--- src/rtl/bitrev_perm_seq_if.sv ---
// Swap-request channel between the bit-reversal sequencer and the coefficient mover.
// The master raises swap_valid with an index pair; the slave accepts with swap_ready.
interface bitrev_perm_seq_if #(
  parameter int unsigned MaxBits = 12
);
  logic               swap_valid;
  logic               swap_ready;
  logic [MaxBits+1:0] swap_idx_a;
  logic [MaxBits+1:0] swap_idx_b;

  modport master (
    output swap_valid,
    output swap_idx_a,
    output swap_idx_b,
    input  swap_ready
  );

  modport slave (
    input  swap_valid,
    input  swap_idx_a,
    input  swap_idx_b,
    output swap_ready
  );
endinterface

--- src/rtl/bitrev_perm_seq.sv ---
// Walks an in-place bit-reversal permutation over N = 2^nof_bits coefficients and
// issues one swap request (i, rev(i)) for every index with i < rev(i).
module bitrev_perm_seq #(
  parameter int unsigned MinBits = 6,
  parameter int unsigned MaxBits = 12
) (
  input  logic                      clk_i,
  input  logic                      rst_ni,
  input  logic                      start_i,
  input  logic [3:0]                nof_bits_i,
  input  logic                      shift_i,
  input  logic                      abort_i,
  bitrev_perm_seq_if.master         swap_if,
  output logic                      busy_o,
  output logic                      done_o,
  output logic                      err_o
);

  // One extra bit so the N-1 = 2^MaxBits-1 comparison never wraps.
  localparam int unsigned CntW = MaxBits + 1;
  localparam int unsigned IdxW = MaxBits + 2;

  typedef enum logic [1:0] {
    StIdle,
    StScan,
    StIssue,
    StDone
  } state_e;

  state_e              r_state;
  logic [CntW-1:0]     r_cnt;
  logic [3:0]          r_nbits;
  logic                r_shift;
  logic                r_valid;
  logic [IdxW-1:0]     r_idx_a;
  logic [IdxW-1:0]     r_idx_b;
  logic                r_busy;
  logic                r_done;
  logic                r_err;

  logic [MaxBits-1:0]  w_rev_full;
  logic [MaxBits-1:0]  w_rev;
  logic [3:0]          w_rev_sh;
  logic [CntW-1:0]     w_last;
  logic                w_swap;
  logic                w_is_last;
  logic                w_legal;

  function automatic logic [IdxW-1:0] fmt_idx(input logic [MaxBits-1:0] idx,
                                               input logic               sh);
    return sh ? {idx, 2'b00} : {2'b00, idx};
  endfunction

  // Reverse all MaxBits bits, then shift down so only the low nof_bits bits remain reversed.
  always_comb begin
    w_rev_full = '0;
    for (int k = 0; k < int'(MaxBits); k++) begin
      w_rev_full[k] = r_cnt[int'(MaxBits) - 1 - k];
    end
  end

  assign w_rev_sh  = 4'(MaxBits) - r_nbits;
  assign w_rev     = w_rev_full >> w_rev_sh;
  assign w_last    = (CntW'(1) << r_nbits) - CntW'(1);
  assign w_swap    = r_cnt < {1'b0, w_rev};
  assign w_is_last = r_cnt == w_last;
  assign w_legal   = (nof_bits_i >= 4'(MinBits)) && (nof_bits_i <= 4'(MaxBits));

  always_ff @(posedge clk_i or negedge rst_ni) begin
    if (!rst_ni) begin
      r_state <= StIdle;
      r_cnt   <= '0;
      r_nbits <= '0;
      r_shift <= 1'b0;
      r_valid <= 1'b0;
      r_idx_a <= '0;
      r_idx_b <= '0;
      r_busy  <= 1'b0;
      r_done  <= 1'b0;
      r_err   <= 1'b0;
    end else begin
      r_done <= 1'b0;
      r_err  <= 1'b0;
      if (abort_i && (r_state != StIdle)) begin
        // Abort beats a same-cycle handshake: the pending swap counts as not accepted.
        r_state <= StIdle;
        r_valid <= 1'b0;
        r_busy  <= 1'b0;
      end else begin
        case (r_state)
          StIdle: begin
            if (start_i && !abort_i) begin
              if (w_legal) begin
                r_nbits <= nof_bits_i;
                r_shift <= shift_i;
                r_cnt   <= '0;
                r_busy  <= 1'b1;
                r_state <= StScan;
              end else begin
                r_err <= 1'b1;
              end
            end
          end
          StScan: begin
            if (w_swap) begin
              r_idx_a <= fmt_idx(r_cnt[MaxBits-1:0], r_shift);
              r_idx_b <= fmt_idx(w_rev, r_shift);
              r_valid <= 1'b1;
              r_state <= StIssue;
            end else if (w_is_last) begin
              r_done  <= 1'b1;
              r_state <= StDone;
            end else begin
              r_cnt <= r_cnt + CntW'(1);
            end
          end
          StIssue: begin
            if (swap_if.swap_ready) begin
              r_valid <= 1'b0;
              r_cnt   <= r_cnt + CntW'(1);
              r_state <= StScan;
            end
          end
          StDone: begin
            r_busy  <= 1'b0;
            r_state <= StIdle;
          end
          default: begin
            r_valid <= 1'b0;
            r_busy  <= 1'b0;
            r_state <= StIdle;
          end
        endcase
      end
    end
  end

  assign swap_if.swap_valid = r_valid;
  assign swap_if.swap_idx_a = r_idx_a;
  assign swap_if.swap_idx_b = r_idx_b;
  assign busy_o             = r_busy;
  assign done_o             = r_done;
  assign err_o              = r_err;

endmodule

--- src/flat_wrapper.sv ---
// flat-port wrapper written by rule: the top's interface ports become plain ports
module bitrev_perm_seq_flat 
#(
  parameter int unsigned MinBits = 6,
  parameter int unsigned MaxBits = 12
)
  (clk_i, rst_ni, start_i, nof_bits_i, shift_i, abort_i, busy_o, done_o, err_o, swap_if_swap_valid, swap_if_swap_idx_a, swap_if_swap_idx_b, swap_if_swap_ready);
  bitrev_perm_seq_if #(.MaxBits(MaxBits)) swap_if_i ();
  input  logic clk_i;
  input  logic rst_ni;
  input  logic start_i;
  input  logic [3:0] nof_bits_i;
  input  logic shift_i;
  input  logic abort_i;
  output logic busy_o;
  output logic done_o;
  output logic err_o;
  output wire logic [$bits(swap_if_i.swap_valid)-1:0] swap_if_swap_valid;
  output wire logic [$bits(swap_if_i.swap_idx_a)-1:0] swap_if_swap_idx_a;
  output wire logic [$bits(swap_if_i.swap_idx_b)-1:0] swap_if_swap_idx_b;
  input wire logic [$bits(swap_if_i.swap_ready)-1:0] swap_if_swap_ready;
  assign swap_if_swap_valid = swap_if_i.swap_valid;
  assign swap_if_swap_idx_a = swap_if_i.swap_idx_a;
  assign swap_if_swap_idx_b = swap_if_i.swap_idx_b;
  assign swap_if_i.swap_ready = swap_if_swap_ready;
  bitrev_perm_seq #(.MinBits(MinBits), .MaxBits(MaxBits)) u_core (.clk_i(clk_i), .rst_ni(rst_ni), .start_i(start_i), .nof_bits_i(nof_bits_i), .shift_i(shift_i), .abort_i(abort_i), .swap_if(swap_if_i), .busy_o(busy_o), .done_o(done_o), .err_o(err_o));
endmodule
--- config.mk ---
export PLATFORM = sky130hd
export DESIGN_NAME = bitrev_perm_seq_flat
export DESIGN_NICKNAME = d
export VERILOG_FILES = /design/src/rtl/bitrev_perm_seq_if.sv /design/src/rtl/bitrev_perm_seq.sv /design/src/flat_wrapper.sv
export SDC_FILE = /design/constraint.sdc
export NUM_CORES = 1
export LEC_CHECK = 0
export ABC_AREA = 1
export BUFFER_PORTS_ARGS = -buffer_cell sky130_fd_sc_hd__buf_2
export CAP_MARGIN = 5
export CORE_AREA = 2 2 83 85
export CTS_BUF_LIST = sky130_fd_sc_hd__clkbuf_16
export CTS_CLUSTER_DIAMETER = 120
export DETAILED_ROUTE_END_ITERATION = 12
export DIE_AREA = 0 0 85 87
export PLACE_DENSITY_LB_ADDON = 0.25
export SYNTH_ARGS = -nofsm -noshare
export SYNTH_HDL_FRONTEND = slang
export SYNTH_SLANG_ARGS = --single-unit
--- constraint.sdc ---
create_clock -name clk_i -period 6.5 [get_ports clk_i]
set_input_delay 0.975 -clock clk_i [delete_from_list [all_inputs] [get_ports clk_i]]
set_output_delay 0.975 -clock clk_i [all_outputs]
set_load 0.02 [all_outputs]
### After elaboration in Yosys (flattened, before gate mapping)

Cells that the tools add are included.

| cells by class | value |
|---|---|
| $add $sub $neg | 3 |
| multiply operators | 0 |
| div/mod/pow operators | 0 |
| order comparisons | 3 |
| equality and inequality tests | 14 |
| shift-type cells | 2 |
| muxes and demuxes | 31 |
| bitwise operators | 1 |
| reductions and logical operators | 15 |

Operators with widths:

| cell | number |
|---|---|
| 13-bit 2-to-1 mux | 5 |
| 13-bit case mux with 3 select lines | 1 |
| 14-bit 2-to-1 mux | 2 |
| 1-bit 2-to-1 mux | 14 |
| 13-bit by 1-bit adder with 13-bit output (second input constant) | 1 |
| 13-bit == test | 1 |
| 13-bit by 12-bit less-than comparator with 1-bit output | 1 |
| 1-bit by 4-bit left shift with 13-bit output (first input constant) | 1 |
| 13-bit by 2-bit subtractor with 13-bit output (second input constant) | 1 |
| 2-bit 2-to-1 mux | 6 |
| 12-bit by 4-bit right shift with 12-bit output | 1 |
| 3-bit by 1-bit inequality test with 1-bit output (second input constant) | 3 |
| 3-bit AND reduction | 3 |
| 3-bit nonzero test | 3 |
| 2-bit case mux with 4 select lines | 1 |
| 4-bit AND reduction | 2 |
| 7-bit AND reduction | 1 |
| 2-bit inequality test (second input constant) | 3 |
| 2-bit == test (second input constant) | 2 |
| 4-bit by 3-bit greater-or-equal comparator with 1-bit output (second input constant) | 1 |
| 4-bit less-or-equal comparator (second input constant) | 1 |
| 2-bit by 1-bit inequality test with 1-bit output (second input constant) | 2 |
| 4-bit by 1-bit inequality test with 1-bit output (second input constant) | 1 |
| 1-bit case mux with 2 select lines | 2 |
| other kinds (8) | 10 |

| word-level totals | value |
|---|---|
| flip-flop bits (word level) | 52 |
| bits in latches | 0 |
| memory bits (writable) | 0 |
| bits in read-only memories | 0 |
| output and inout bits | 32 |
| memories kept | 0 |

### Longest topological paths before layout

| logic depth | value |
|---|---|
| depth after elaboration | 7 |
| depth in mapped cells | 24 |

### Worst setup path before layout

OpenSTA, ideal clock, no wires.

| path | value |
|---|---|
| path kind | register -> register |
| start point | reg u_core.r_nbits[0] |
| end point | reg u_core.r_cnt[10] |
| setup time | 0.117 ns |
| data arrival time | 3.133 ns |
| required time | 6.383 ns |
| setup slack | 3.251 ns |
| stages on the path, launching flop included | 23 |
| clock period less this slack | 3.249 ns |
| cells stage by stage | dfrtp_1 > buf_6 > inv_4 > buf_8 > ha_1 > clkbuf_2 > inv_1 > buf_2 > nand2_1 > nor2_1 > inv_1 > nor2_1 > inv_1 > ha_1 > a21oi_1 > o21ai_0 > a211oi_1 > nand2_2 > nand2_2 > nand2_4 > buf_8 > nand3_2 > nand2_1 |

| between the ends | value |
|---|---|
| word-level cells in the longest chain between the ends | 5 |
| elaborated cells on any way between the ends | 9 |
| classes of those cells | add/sub (2); order compare (1); eq/ne (3); shift (2); reduce/logical (1) |

RTL lines:

| item | line | RTL |
|---|---|---|
| start: declaration | bitrev_perm_seq.sv:32 | `logic [3:0] r_nbits;` |
| start signal: assignment | bitrev_perm_seq.sv:94 | `r_nbits <= nof_bits_i;` |
| 4-bit subtractor or 1-bit by 4-bit left shift with 13-bit output (tied branches) | bitrev_perm_seq.sv:62, bitrev_perm_seq.sv:64 |  |
| 12-bit by 4-bit right shift with 12-bit output or 13-bit by 2-bit subtractor with 13-bit output (tied branches) | bitrev_perm_seq.sv:63, bitrev_perm_seq.sv:64 |  |
| 13-bit by 12-bit less-than comparator with 1-bit output or 13-bit == test (tied branches) | bitrev_perm_seq.sv:65, bitrev_perm_seq.sv:66 |  |
| 2-bit inequality test (no line) | -- |  |
| 7-bit AND reduction (no line) (*) | -- |  |
| end signal: assignment | bitrev_perm_seq.sv:114 | `r_cnt <= r_cnt + CntW'(1);` |
| end signal: assignment | bitrev_perm_seq.sv:120 | `r_cnt <= r_cnt + CntW'(1);` |
| end: declaration | bitrev_perm_seq.sv:31 | `logic [CntW-1:0] r_cnt;` |

Every way passes the cells marked *; elsewhere a longest branch is shown, timed or not.
A chain may end at the register's enable or synchronous reset.

### Worst setup path after layout

| path | value |
|---|---|
| start point | reg u_core.r_nbits[0] |
| end point | reg u_core.r_idx_b[5], in the netlist u_core.swap_if.swap_idx_b[5] |

| between the ends | value |
|---|---|
| word-level cells in the longest chain between the ends | 4 |
| elaborated cells on any way between the ends | 5 |
| classes of those cells | add/sub (1); order compare (1); shift (1); mux (1); reduce/logical (1) |

RTL lines:

| item | line | RTL |
|---|---|---|
| 4-bit subtractor (*) | bitrev_perm_seq.sv:62 | `assign w_rev_sh = 4'(MaxBits) - r_nbits;` |
| 12-bit by 4-bit right shift with 12-bit output (*) | bitrev_perm_seq.sv:63 | `assign w_rev = w_rev_full >> w_rev_sh;` |
| 13-bit by 12-bit less-than comparator with 1-bit output | bitrev_perm_seq.sv:65 | `assign w_swap = r_cnt < {1'b0, w_rev};` |
| 3-bit AND reduction (no line) | -- |  |
| end signal: assignment | bitrev_perm_seq.sv:107 | `r_idx_b <= fmt_idx(w_rev, r_shift);` |
| end: declaration | bitrev_perm_seq.sv:36 | `logic [IdxW-1:0] r_idx_b;` |

Marked as above.

==> flow_metrics.tcl <==
set metrics [dict create \
    slowest_delay_ps 720 \
    timing.fmax_mhz 231 \
    cts_resized 0 \
    yosys.area.top_type_share_pct 31.7 \
    finalClockSkew_ps 11.0 \
    grt_antenna_before_repair 0 \
    min_delay_path_depth 2 \
    viasPerCell 5.63 \
    start_util_pct 62.5 \
    p_leak_nw 2.23 \
    synth-edff-count 0 \
    crit_chain "inv_4, ha_1, ha_1, clkinv_1, nor2_1, inv_1, nor2_1, inv_1, ha_1, a21oi_1, o21ai_0, a211oi_1, nand3_2, buf_4, inv_1, o211ai_1, nand2_1" \
    path_clk_slew_ps 70 \
    fin_crit_sh_pct 66.5 \
    syn-cell-area_mm2 0.00411 \
    num_rows 30 \
    end_kind "flip-flop" \
    tightestPinTransition_ps 1140 \
    first_iter_violations 259 \
    rsz0062_at_grt "no" \
    cts_tree "done" \
    place.gp.congestion 0.975 \
    top_usage_layer "met2" \
    cp_top_family "buffers and inverters" \
    dieArea_mm2 0.00740 \
    crit_end "u_core.swap_if.swap_idx_b[5]" \
    insertion_delay_ps 300 \
    hold_violations 0 \
    r2r_cells 17 \
    yosysUniqueCellTypes 40 \
    synth_most_common_cell "nand2_1" \
    fin_nets 636 \
    setup_viol 0 \
    dominantRegCellSynth "dfrtp_1" \
    cp.depth 17 \
    drv_slew 0 \
    drive_above_1_share_pct 15.4 \
    yosysWarnings 0 \
    drc 0 \
    post_cts_buffers 0 \
    rr_endpoint "u_core.swap_if.swap_idx_b[5]" \
    power_density_mw_per_mm2 561 \
    required_ps 6730 \
    maxCapViolCount 0 \
    h-tree-depth 2 \
    first_global_vias 3596 \
    start_kind "flip-flop" \
    grt_util_met2_pct 50.2 \
    synth_common_cells "nand2_1, dfrtp_1, nor2_1" \
    critPathBufInv 6 \
    clkSinkCount 52 \
    grt_overflow 0 \
    antenna_cells 0 \
    syn-num-nets 612 \
    grtUsageMet3_pct 3.98 \
    clock_path_buffers 2 \
    grt_max_degree 53 \
    dieHeight_um 87 \
    fill_cells 636 \
    cp.arrival_ps 4550 \
    detail-route-antenna-nets 0 \
    layout_min_cycle_time_ps 4320 \
    dr.pass1.iters 5 \
    die_w_um 85 \
    ir_drop_mv 0.301 \
    crit_slowest_cell "dfrtp_1" \
    synth_area_leaders "dfrtp_1, nand2_1, ha_1" \
    seq_area_frac_synth_pct 31.7 \
    routed_wl_um 10500 \
    syn_avg_cell_area_um2 7.12 \
    critical_path_class "reg2reg" \
    crit-reg2reg-launch "u_core.r_nbits[0]" \
    layout.area.seq_mm2 0.00130 \
    tns_ps 0 \
    dpl.hpwl_um 7730 \
    core_mm2 0.00657 \
    grt_usage_pct 29.7 \
    min_path_type "reg2reg" \
    numPortBuffers 41 \
    status "finished, final reports clean" \
    cp_max_fo 51 \
    async_flop_share_pct 100 \
    grt_use_met1_pct 39.0 \
    yosysTopAreaCell "dfrtp_1" \
    syn_inst 577 \
    vias 3843 \
    synth_seq_cells 52 \
    p_total_mw 2.48 \
    rrSetupSlack_ps 2180 \
    pin_count 42 \
    area_growth_pct 7.50 \
    grt_pass1_wl_um 17400 \
    multi_input_area_mm2 0.00244 \
    wl_per_cell_um 15.4 \
    critPathLaunch "u_core.r_nbits[0]" \
    cts-root-buf "clkbuf_16" \
    cts_buffers 5 \
    ctsHoldBuffers 0 \
    relSlewSlack_pct 23.3 \
]
-- worst min-delay path by stage --
stage	startpoint	to	slack, ps
3_3_place_gp	u_core.swap_if.swap_idx_b[6]	u_core.swap_if.swap_idx_b[6]	460
3_5_place_dp	u_core.swap_if.swap_idx_b[8]	u_core.swap_if.swap_idx_b[8]	460
5_1_grt	u_core.swap_if.swap_idx_a[12]	u_core.swap_if.swap_idx_a[12]	510
4_1_cts	u_core.swap_if.swap_idx_b[8]	u_core.swap_if.swap_idx_b[8]	490
2_1_floorplan	u_core.r_cnt[12]	u_core.r_cnt[12]	490
6_report	u_core.swap_if.swap_idx_b[8]	u_core.swap_if.swap_idx_b[8]	480
-- per-layer routing --
| metal | vias to the layer above | wire length [µm] |
|---|---|---|
| met2 | 110 | 5100 |
| met5 | - | 0 |
| met1 | 1784 | 4800 |
| li1 | 1932 | - |
| met4 | 0 | 174 |
| met3 | 17 | 418 |
-- area by class of cell --
type / instances / area share [%]
clock inverters: 3 / 0.964
multi-input cells: 453 / 55.4
flip-flops and latches: 52 / 29.5
clock buffers: 5 / 2.83
inverters: 45 / 3.94
repair buffers: 44 / 5.16
well taps: 80 / 2.27
-- layout by cell type (no fill, tap or decap), drive strengths merged --
| cell type | count |
|---|---|
| xor2 | 15 |
| o21ai | 55 |
| nor3b | 1 |
| o211ai | 6 |
| a31oi | 5 |
| nor4 | 3 |
| dfrtp | 52 |
| buf | 44 |
| inv | 43 |
| clkinv | 4 |
| clkbuf | 5 |
| nand2 | 200 |
| bufinv | 1 |
| ha | 25 |
| nand3b | 1 |
| nand3 | 60 |
| nor2 | 53 |
| mux2 | 1 |
| xnor3 | 1 |
| a21o | 1 |
| nand4 | 5 |
| a211oi | 2 |
| o221ai | 1 |
| mux2i | 2 |
| nor3 | 5 |
| a21oi | 11 |
-- worst min-delay path, delay by kind of cell, from the launching register on --
kind / cells / cell delay, ps
flip-flops: 1 / 340
AND/OR/NAND/NOR: 2 / 110
-- power by group --
group	internal (mW)	total, mW	leakage (nW)	switching, mW
combinational	0.516	1.61	1.46	1.10
clock	0.181	0.306	0.0814	0.124
sequential	0.418	0.555	0.686	0.138
-- cell families after synthesis --
logic type / count (synthesis) / synth area share [%]
fa+ha+maj: 25 / 7.62
flops: 52 / 31.7
mux: 3 / 0.762
xor+xnor: 16 / 3.75
compound gates: 81 / 10.7
buf+inv: 72 / 8.81
simple gates: 328 / 36.7
-- flip-flops by register name, indices dropped and copies added, names as in the netlist --
register                   count
u_core.err_o                   1
u_core.r_state                 2
u_core.swap_if.swap_idx_b     14
u_core.swap_if.swap_idx_a     14
u_core.done_o                  1
u_core.swap_if.swap_valid      1
u_core.r_nbits                 4
u_core.r_shift                 1
u_core.r_cnt                  13
u_core.busy_o                  1
-- per-stage QoR --
stage	area, µm²	hold WS, ps	instances	utilization [%]	setup WS (ps)
floorplan	4110	490	577	-	3250
global placement	4250	462	674	64.6	2470
detailed placement	4250	465	674	64.6	2240
CTS	4410	485	682	67.2	2200
global route	4410	508	682	67.2	1720
finish	4410	479	682	67.2	2180
(Power assumes the default switching activity.)
